**config.mk**
```make
export PLATFORM = sky130hd
export DESIGN_NAME = rv32_d_instr_encoder
export DESIGN_NICKNAME = d
export VERILOG_FILES = /design/src/rtl/rv32_d_instr_encoder_pkg.sv /design/src/rtl/rv32_d_instr_fifo.sv /design/src/rtl/rv32_d_instr_encoder.sv
export SDC_FILE = /design/constraint.sdc
export NUM_CORES = 1
export LEC_CHECK = 0
export CAP_MARGIN = 15
export CORE_MARGIN = 2
export CORE_UTILIZATION = 50
export DETAILED_ROUTE_END_ITERATION = 12
export PLACE_DENSITY = 0.75
export SYNTH_ARGS = -nofsm -noshare
export SYNTH_HDL_FRONTEND = slang
export SYNTH_SLANG_ARGS = --single-unit
```
**constraint.sdc**
```tcl
create_clock -name clk_i -period 5.59 [get_ports clk_i]
set_clock_uncertainty 0.05 [all_clocks]
set_input_delay 1.118 -clock clk_i [delete_from_list [all_inputs] [get_ports clk_i]]
set_output_delay 1.118 -clock clk_i [all_outputs]
set_load 0.005 [all_outputs]
```
**src/rtl/rv32_d_instr_encoder_pkg.sv**
```systemverilog
// rv32_d_instr_encoder_pkg: shared format codes, request bundle and opcode constants
package rv32_d_instr_encoder_pkg;
  // I/S/B/J/U match the decoder's imm_src encoding
  typedef enum logic [2:0] {
    FMT_I   = 3'd0,
    FMT_S   = 3'd1,
    FMT_B   = 3'd2,
    FMT_J   = 3'd3,
    FMT_U   = 3'd4,
    FMT_R   = 3'd5,
    FMT_R4  = 3'd6,
    FMT_BAD = 3'd7
  } fmt_e;

  typedef struct packed {
    fmt_e        fmt;
    logic [6:0]  opcode;
    logic [4:0]  rd;
    logic [4:0]  rs1;
    logic [4:0]  rs2;
    logic [4:0]  rs3;
    logic [2:0]  funct3;
    logic [6:0]  funct7;
    logic [31:0] imm;
  } req_t;

  localparam logic [6:0] OPCODE_LOAD   = 7'h03;
  localparam logic [6:0] OPCODE_OP_IMM = 7'h13;
  localparam logic [6:0] OPCODE_AUIPC  = 7'h17;
  localparam logic [6:0] OPCODE_STORE  = 7'h23;
  localparam logic [6:0] OPCODE_OP     = 7'h33;
  localparam logic [6:0] OPCODE_LUI    = 7'h37;
  localparam logic [6:0] OPCODE_MADD   = 7'h43;
  localparam logic [6:0] OPCODE_BRANCH = 7'h63;
  localparam logic [6:0] OPCODE_JALR   = 7'h67;
  localparam logic [6:0] OPCODE_JAL    = 7'h6f;
  localparam logic [6:0] OPCODE_SYSTEM = 7'h73;

  localparam logic [31:0] NOP = 32'h0000_0013;

  // True when imm[31:msb] are all equal, i.e. the value sign-extends from bit msb
  function automatic logic sext_ok(input logic [31:0] imm, input int msb);
    logic signed [31:0] w_sh;
    w_sh = $signed(imm) >>> msb;
    return (w_sh == 32'sd0) || (w_sh == -32'sd1);
  endfunction
endpackage

```
**src/rtl/rv32_d_instr_fifo.sv**
```systemverilog
// rv32_d_instr_fifo: DEPTH x W synchronous FIFO with a registered head word
module rv32_d_instr_fifo #(
  parameter int DEPTH = 4,
  parameter int W     = 32
) (
  input  logic         clk_i,
  input  logic         rst_i,
  input  logic         i_push,
  input  logic [W-1:0] i_wdata,
  input  logic         i_pop,
  output logic         o_full,
  output logic         o_valid,
  output logic [W-1:0] o_rdata
);
  localparam int AW = $clog2(DEPTH);

  logic [W-1:0] r_mem [DEPTH];
  logic [AW:0]  r_wr, r_rd;
  logic [AW:0]  w_wr_nxt, w_rd_nxt;
  logic         w_push, w_pop;

  assign o_full   = (r_wr[AW] != r_rd[AW]) && (r_wr[AW-1:0] == r_rd[AW-1:0]);
  assign o_valid  = r_wr != r_rd;
  assign w_push   = i_push && !o_full;
  assign w_pop    = i_pop && o_valid;
  assign w_wr_nxt = r_wr + (AW+1)'(w_push);
  assign w_rd_nxt = r_rd + (AW+1)'(w_pop);

  // Storage array; no reset needed since pointers gate visibility
  always_ff @(posedge clk_i)
    if (w_push) r_mem[r_wr[AW-1:0]] <= i_wdata;

  // Pointers and head register; the head bypasses the write port when it lands on an empty FIFO
  always_ff @(posedge clk_i or posedge rst_i)
    if (rst_i) begin
      r_wr    <= '0;
      r_rd    <= '0;
      o_rdata <= '0;
    end else begin
      r_wr <= w_wr_nxt;
      r_rd <= w_rd_nxt;
      if (w_wr_nxt != w_rd_nxt)
        o_rdata <= (w_push && r_wr[AW-1:0] == w_rd_nxt[AW-1:0]) ? i_wdata : r_mem[w_rd_nxt[AW-1:0]];
    end
endmodule

```
**src/rtl/rv32_d_instr_encoder.sv**
```systemverilog
// rv32_d_instr_encoder: encodes field-level requests into RV32 words and streams them out through a FIFO
module rv32_d_instr_encoder
  import rv32_d_instr_encoder_pkg::*;
#(
  parameter int DEPTH = 4,
  parameter int CNT_W = 16
) (
  input  logic             clk_i,
  input  logic             rst_i,
  input  logic             req_valid_i,
  output logic             req_ready_o,
  input  logic [2:0]       req_fmt_i,
  input  logic [6:0]       req_opcode_i,
  input  logic [4:0]       req_rd_i,
  input  logic [4:0]       req_rs1_i,
  input  logic [4:0]       req_rs2_i,
  input  logic [4:0]       req_rs3_i,
  input  logic [2:0]       req_funct3_i,
  input  logic [6:0]       req_funct7_i,
  input  logic [31:0]      req_imm_i,
  output logic             instr_valid_o,
  input  logic             instr_ready_i,
  output logic [31:0]      instr_o,
  output logic             enc_err_o,
  output logic             err_sticky_o,
  output logic [CNT_W-1:0] issued_cnt_o
);
  req_t        w_req;
  logic [31:0] w_enc, w_wdata;
  logic        w_legal, w_full, w_push, w_pop;

  assign w_req = '{fmt: fmt_e'(req_fmt_i), opcode: req_opcode_i, rd: req_rd_i, rs1: req_rs1_i,
                   rs2: req_rs2_i, rs3: req_rs3_i, funct3: req_funct3_i, funct7: req_funct7_i,
                   imm: req_imm_i};

  // Field packing and per-format immediate range/alignment check
  always_comb begin
    w_enc   = '0;
    w_legal = 1'b0;
    case (w_req.fmt)
      FMT_I: begin
        w_enc   = {w_req.imm[11:0], w_req.rs1, w_req.funct3, w_req.rd, w_req.opcode};
        w_legal = sext_ok(w_req.imm, 11);
      end
      FMT_S: begin
        w_enc   = {w_req.imm[11:5], w_req.rs2, w_req.rs1, w_req.funct3, w_req.imm[4:0], w_req.opcode};
        w_legal = sext_ok(w_req.imm, 11);
      end
      FMT_B: begin
        w_enc   = {w_req.imm[12], w_req.imm[10:5], w_req.rs2, w_req.rs1, w_req.funct3,
                   w_req.imm[4:1], w_req.imm[11], w_req.opcode};
        w_legal = sext_ok(w_req.imm, 12) && !w_req.imm[0];
      end
      FMT_J: begin
        w_enc   = {w_req.imm[20], w_req.imm[10:1], w_req.imm[11], w_req.imm[19:12], w_req.rd, w_req.opcode};
        w_legal = sext_ok(w_req.imm, 20) && !w_req.imm[0];
      end
      FMT_U: begin
        w_enc   = {w_req.imm[31:12], w_req.rd, w_req.opcode};
        w_legal = w_req.imm[11:0] == 12'h000;
      end
      FMT_R: begin
        w_enc   = {w_req.funct7, w_req.rs2, w_req.rs1, w_req.funct3, w_req.rd, w_req.opcode};
        w_legal = 1'b1;
      end
      FMT_R4: begin
        w_enc   = {w_req.rs3, w_req.funct7[1:0], w_req.rs2, w_req.rs1, w_req.funct3, w_req.rd, w_req.opcode};
        w_legal = 1'b1;
      end
      default: ;
    endcase
    w_legal = w_legal && (w_req.opcode[1:0] == 2'b11);
  end

  // Illegal requests push an all-zero word so the decoder sees an invalid opcode
  assign w_wdata     = w_legal ? w_enc : 32'h0000_0000;
  assign req_ready_o = !w_full;
  assign w_push      = req_valid_i && !w_full;
  assign w_pop       = instr_valid_o && instr_ready_i;

  rv32_d_instr_fifo #(.DEPTH(DEPTH), .W(32)) u_fifo (
    .clk_i   (clk_i),
    .rst_i   (rst_i),
    .i_push  (w_push),
    .i_wdata (w_wdata),
    .i_pop   (w_pop),
    .o_full  (w_full),
    .o_valid (instr_valid_o),
    .o_rdata (instr_o)
  );

  // Error pulse, sticky error flag and issued-word counter
  always_ff @(posedge clk_i or posedge rst_i)
    if (rst_i) begin
      enc_err_o    <= 1'b0;
      err_sticky_o <= 1'b0;
      issued_cnt_o <= '0;
    end else begin
      enc_err_o    <= w_push && !w_legal;
      err_sticky_o <= err_sticky_o || (w_push && !w_legal);
      issued_cnt_o <= issued_cnt_o + CNT_W'(w_pop);
    end
endmodule

```
=== Word level (Yosys, flattened, before mapping) ===
Memories as Yosys holds them, arrays and structs flattened. A register that Yosys moved wholly into a read port is not among the register bits.
Cells that the tools add are included.
Widths: inputs -> output; s select.

* Add/sub/neg operators: 3
* Equality and inequality tests: 14
* Multiplexer cells: 5
* Reduce and logical (&&, ||, !) cells: 23

{| class="wikitable"
|+ Operator list
! operator !! count
|-
| $pmux 32 s7 || 1
|-
| $logic_not 32->1 || 3
|-
| $mux 32 || 1
|-
| $eq 21x1->1 const B || 1
|-
| $eq 20x1->1 const B || 1
|-
| $add 16x1->16 || 1
|-
| $eq 12x1->1 const B || 1
|-
| $logic_not 12->1 || 1
|-
| $eq 3x3->1 const B || 3
|-
| $logic_and 1x1->1 || 9
|-
| $add 3x1->3 || 2
|-
| $eq 3x2->1 const B || 2
|-
| $ne 3x3->1 || 2
|-
| $pmux 1 s5 || 1
|-
| $logic_or 1x1->1 || 4
|-
| $reduce_or 2->1 || 2
|-
| $eq 3x1->1 const B || 1
|-
| $logic_not 1->1 || 3
|-
| $logic_not 3->1 || 1
|-
| $eq 2x2->1 || 1
|-
| $eq 2x2->1 const B || 1
|-
| $mux 1 || 2
|-
| $ne 1x1->1 || 1
|}

* Register bits: 24
* Bits in writable memories: 128
* Bits of input ports: 76
* Output and inout port bits: 52
* Logic and storage cells: 51
* Memories: 1

{| class="wikitable"
|+ Memory list
! memory !! depth !! bits a word !! read ports !! clocked after Yosys merged registers in !! write ports !! RTL line !! RTL
|-
| u_fifo.r_mem || 4 || 32 || 1 || 1 || 1 || rv32_d_instr_fifo.sv:17 || <nowiki>logic [W-1:0] r_mem [DEPTH];</nowiki>
|}

=== Longest topological paths before layout ===
* Word-level depth: 8
* Depth in mapped cells: 14

=== Cells and area by module ===
Synthesis repeated with hierarchy kept, for this count alone.

* Cell total of the unflattened synthesis: 702
* Area, all modules: 9415.3 um^2

{| class="wikitable"
|+ Modules (own cells, without submodules)
! module !! instances !! cells an instance !! area an instance (um^2)
|-
| rv32_d_instr_fifo || 1 || 433 || 7355.8
|-
| rv32_d_instr_encoder || 1 || 269 || 2059.5
|}

=== Worst setup path before layout ===
OpenSTA, ideal clock, no wires.

* Path type: input-to-reg
* Start point: input req_valid_i
* End point: memory u_fifo.r_mem[0][0], enable pin
* Library setup time: 0.468 ns
* Arrival time: 3.771 ns
* Data required time: 5.072 ns
* Slack: 1.301 ns
* Stages on the path: 2
* Cell sequence: o31a_1 -> nor3b_1

* Cells in the longest elaborated chain, start to end: 4

{| class="wikitable"
|+ RTL lines
! what !! RTL line !! RTL
|-
| start, declared || rv32_d_instr_encoder.sv:10 || <nowiki>input logic req_valid_i,</nowiki>
|-
| $logic_and 1x1->1 || rv32_d_instr_encoder.sv:78 || <nowiki>assign w_push = req_valid_i && !w_full;</nowiki>
|-
| $logic_and 1x1->1 || rv32_d_instr_fifo.sv:24 || <nowiki>assign w_push = i_push && !o_full;</nowiki>
|-
| $mux 1 || rv32_d_instr_fifo.sv:31 || <nowiki>if (w_push) r_mem[r_wr[AW-1:0]] <= i_wdata;</nowiki>
|-
| $mux 1 (not written as such) || rv32_d_instr_fifo.sv:31 ||
|-
| end, declared || rv32_d_instr_fifo.sv:17 ||
|}

Every way passes these cells.

=== Worst setup path in the final report ===
* Start point: input req_fmt_i[1]
* End point: memory u_fifo.r_mem[1][10], data pin

* Cells in the longest elaborated chain, start to end: 5

{| class="wikitable"
|+ RTL lines
! what !! RTL line !! RTL
|-
| start, declared || rv32_d_instr_encoder.sv:12 || <nowiki>input logic [2:0] req_fmt_i,</nowiki>
|-
| $eq 3x3->1, or another cell as far along || rv32_d_instr_encoder.sv:40 || <nowiki>case (w_req.fmt)</nowiki>
|-
| $reduce_or 2->1 (no source line) || - ||
|-
| $pmux 1 s5 || rv32_d_instr_encoder.sv:40 ||
|-
| $logic_and 1x1->1 || rv32_d_instr_encoder.sv:72 || <nowiki>w_legal = w_legal && (w_req.opcode[1:0] == 2'b11);</nowiki>
|-
| $mux 32 * || rv32_d_instr_encoder.sv:76 || <nowiki>assign w_wdata = w_legal ? w_enc : 32'h0000_0000;</nowiki>
|-
| via u_fifo.i_wdata[10] || rv32_d_instr_fifo.sv:9 || <nowiki>input logic [W-1:0] i_wdata,</nowiki>
|}

The timed path passes the listed nets; every way through them passes the cells marked *.

==> run_results.csv <==
group,metric,value,unit
status,status,"completed",
floorplan,die_h,132,microns
cts,cts_max_level,4,
synthesis,synthFlopType,"edfxtp_1",
global_routing,grtUsageMet3,5.11,%
setup_path,crit_buf_inv,1,
cts,cts-root-buf,"clkbuf_16",
min_path,holdPathStages,1,
global_routing,grt_pass1_vias,5921,
detailed_routing,vias,5717,
sta,hold_viol,0,
cts,cts_tree,"yes",
cts,cts_setup_buffers,0,
floorplan,die-area,17400,sq um
floorplan,std_cell_rows,46,
global_routing,grt-busiest-layer,"met2",
power,vdd_drop_max,382,uV
floorplan,design.core.area,15900,sq um
power,power.leakage,3.61,nW
setup_path,slowest_delay,0.99,ns
global_routing,antenna_found_initial,0,
global_routing,gr-usage-met1,30.3,%
min_path,hp-start,"err_sticky_o$_DFF_PP0_",
detailed_routing,dr.pass1.iters,5,
detailed_routing,drt.antenna.violating_nets,0,
sta,rsz0062_at_grt,"false",
floorplan,fp.dieW,132,microns
synthesis,ys_types,44,
sta,tightest_slew,1.20,ns
sta,slew_violations,0,
place,gp_congestion,0.846,
cts,cts_hold_buffers,0,
setup_path,timing.rr.start,"u_fifo.r_wr[1]$_DFF_PP0_",
global_routing,grtUsageTotal,23.9,%
setup_path,r2r_slack,2.14,ns
power,power_density,576,nW/um^2
synthesis,synth-seq-cells,184,
setup_path,critPathRequiredTime,5.65,ns
sta,period_minus_slack,3.93,ns
final_layout,final_nets,804,
cts,cts.sinks,184,
floorplan,initial_core_util,51.4,%
detailed_routing,route.detailed.drc,0,
setup_path,end_kind,"flop",
synthesis,synth.largest_area_cell,"edfxtp_1",
sta,slew_headroom,19.6,%
place,dpl.hpwl,13500,microns
global_routing,globalRouteOverflowTotal,0,
setup_path,crit_fanout,30,
detailed_routing,wl_per_cell,21.3,microns
synthesis,ys_warn_count,0,
global_routing,grt_pass1_wl,31900,microns
synthesis,netlist_instances,598,
setup_path,cp_top_family,"simple AND/OR/NAND/NOR gates",
final_layout,antennaDiodeCount,0,
final_layout,fin_util,64.8,%
synthesis,synth_compound_area_share,11.6,%
place,placed_cell_area,9740,sq um
setup_path,arrival,3.99,ns
cts,numCtsBuffers,17,
run,cap_viol_max_count,0,
synthesis,synth_edf_count,128,
synthesis,yosysSeqAreaShare,64.0,%
synthesis,synthTopCellsByArea,"edfxtp_1, dfrtp_1, mux4_2",
sta,setup_viol,0,
synthesis,syn_nets,680,
sta,timing.fmax,254,MHz
synthesis,yosys.area.top_type_share,46.9,%
final_layout,final_area,10300,sq um
synthesis,yosys.area_share.simple,9.34,%
synthesis,ys_async_sr_fraction,30.4,%
cts,clock_path_buffers,2,
synthesis,synthesis.area,8200,sq um
place,io_buffers,127,
min_path,worstHoldEndpoint,"err_sticky_o$_DFF_PP0_",
setup_path,path_class,"in -> reg",
floorplan,io_pins,128,
cts,worstSkewPairLatency,0.43,ns
detailed_routing,drtIter0Drc,508,
sta,tns,0,ns
sta,fin_crit_sh,70.3,%
setup_path,rr_worst_depth,12,
sta,whs,0.410,ns
final_layout,drive_above_1_share,13.1,%
cts,clkTransAtPathRegs,0.06,ns
detailed_routing,avgViaCountPerCell,6.01,
synthesis,synthMuxAreaShare,9.52,%
global_routing,grt_start_max_net_pins,57,
synthesis,synth_top_family_by_area,"compound AO/OA/AOI/OAI gates",
synthesis,synthAdderAreaFrac,0.915,%
final_layout,areaGrowthSynthToFinish,26.0,%
setup_path,path_cells,"clkdlybuf4s50_1, nor2b_1, nand2_1, nand3_1, nor2_4, nor2_1",
synthesis,avgSynthCellArea,13.7,sq um
setup_path,r2r_end,"u_fifo.o_rdata[23]$_DFFE_PP0P_",
min_path,hold_class,"reg -> reg",
detailed_routing,routed_wl,20200,microns
synthesis,synth-xor-area-share,2.67,%
cts,cts-resized-gates,0,
setup_path,slowest_stage,"clkdlybuf4s50_1",
global_routing,met2_usage,40.9,%
setup_path,crit_path_start_kind,"input port",
## placed cells by master (no fill, tap or decap), drive strengths merged, types with 2 or more instances in the layout
cell	synthesis	layout
o211ai	13	13
a221oi	3	3
o21ai	58	58
nor2	55	55
a21oi	15	15
or3	2	2
nand3	7	7
nor3	7	7
dfrtp	56	56
nor4	6	6
clkinv	0	2
and2	6	6
inv	3	4
ha	6	6
nor2b	14	14
a22oi	49	49
clkinvlp	0	6
or2	2	2
buf	12	16
and3	5	5
nand2	38	38
edfxtp	128	128
nand4	9	9
o31ai	4	4
a21o	2	2
mux2i	6	6
bufinv	0	2
xor2	10	10
mux4	32	32
xnor2	15	15
clkdlybuf4s50	0	127
clkbuf	26	21
## cell families (layout without fill, tap and decap cells)
kind of cell / Yosys count / count (layout)
flip-flops: 184 / 184
adder cells (fa/ha/maj): 6 / 6
buffers and inverters: 41 / 178
AND/OR/NAND/NOR: 156 / 156
XOR/XNOR: 25 / 25
AO/OA/AOI/OAI: 148 / 148
multiplexers: 38 / 38
## flip-flops by register name, summed over array words and instances (netlist names)
signal	flops
u_fifo.r_mem	128
u_fifo.o_rdata	32
issued_cnt_o	16
u_fifo.r_rd	3
u_fifo.r_wr	3
enc_err_o	1
err_sticky_o	1
## through the flow
step	instances	total power [mW]	setup WS [ns]
6_report	951	5.95	1.66
5_1_grt	951	6.28	1.49
4_1_cts	951	6.00	1.73
3_5_place_dp	919	4.80	1.29
3_3_place_gp	919	4.71	1.38
2_1_floorplan	598	3.82	1.30
## cell usage after synthesis, types with 3 or more instances
cell,instances
o21ai_1,29
xnor2_1,15
o211ai_1,13
edfxtp_1,128
and3_1,5
o31ai_1,3
nand2_1,38
nor2b_1,14
nand3_1,7
and2_1,6
nor3_2,3
ha_1,6
nand4_1,9
mux2i_1,6
a221oi_1,3
nor2_1,55
a22oi_1,49
nor4_1,5
buf_2,5
nor3_1,4
dfrtp_1,56
buf_1,6
clkbuf_1,26
a21oi_1,15
xor2_1,10
inv_1,3
o21ai_0,28
mux4_2,32
## metal layers
metal  vias up  share of wire (%)
li1       2554                  -
met5         -                  0
met4         0                2.0
met2       274                 50
met1      2857                 40
met3        32                7.0
## report_power, final
group	internal, mW	total, mW	switching [mW]
combinational	1.29	2.64	1.35
clock	0.692	1.18	0.490
sequential	1.93	2.13	0.202
total	3.91	5.95	2.04
## cell type report
cell class | count | area [sq um]
fill | 1144 | 5610
sequential | 184 | 5250
multi-input combinational | 373 | 2820
timing repair buffer | 143 | 1390
clock buffer | 21 | 470
tap | 216 | 270
clock inverter | 11 | 123
inverter | 3 | 11.3
## how the worst max path moves through the flow
stage / endpoint / start / cells past startpoint
global placement: u_fifo.r_mem[0][15]$_DFFE_PP_ / req_fmt_i[1] / 6
detailed placement: u_fifo.r_mem[3][12]$_DFFE_PP_ / req_fmt_i[1] / 6
floorplan: u_fifo.r_mem[0][0]$_DFFE_PP_ / req_valid_i / 2
finish: u_fifo.r_mem[1][10]$_DFFE_PP_ / req_fmt_i[1] / 6
CTS: u_fifo.r_mem[0][12]$_DFFE_PP_ / req_fmt_i[1] / 6
global route: u_fifo.r_mem[0][22]$_DFFE_PP_ / req_fmt_i[1] / 6
## worst register-to-register path: cells and delay by family (launching register included)
kind                       cells  cell delay, ns
AOI/OAI and AO/OA              2            0.37
xor gates and xnor gates       2            0.41
adders and majority gates      1            0.58
buffers and inverters          2            0.81
DFF                            1            0.48
and+or+nand+nor                5            0.67
No activity file was read; power rests on OpenSTA's default activity.
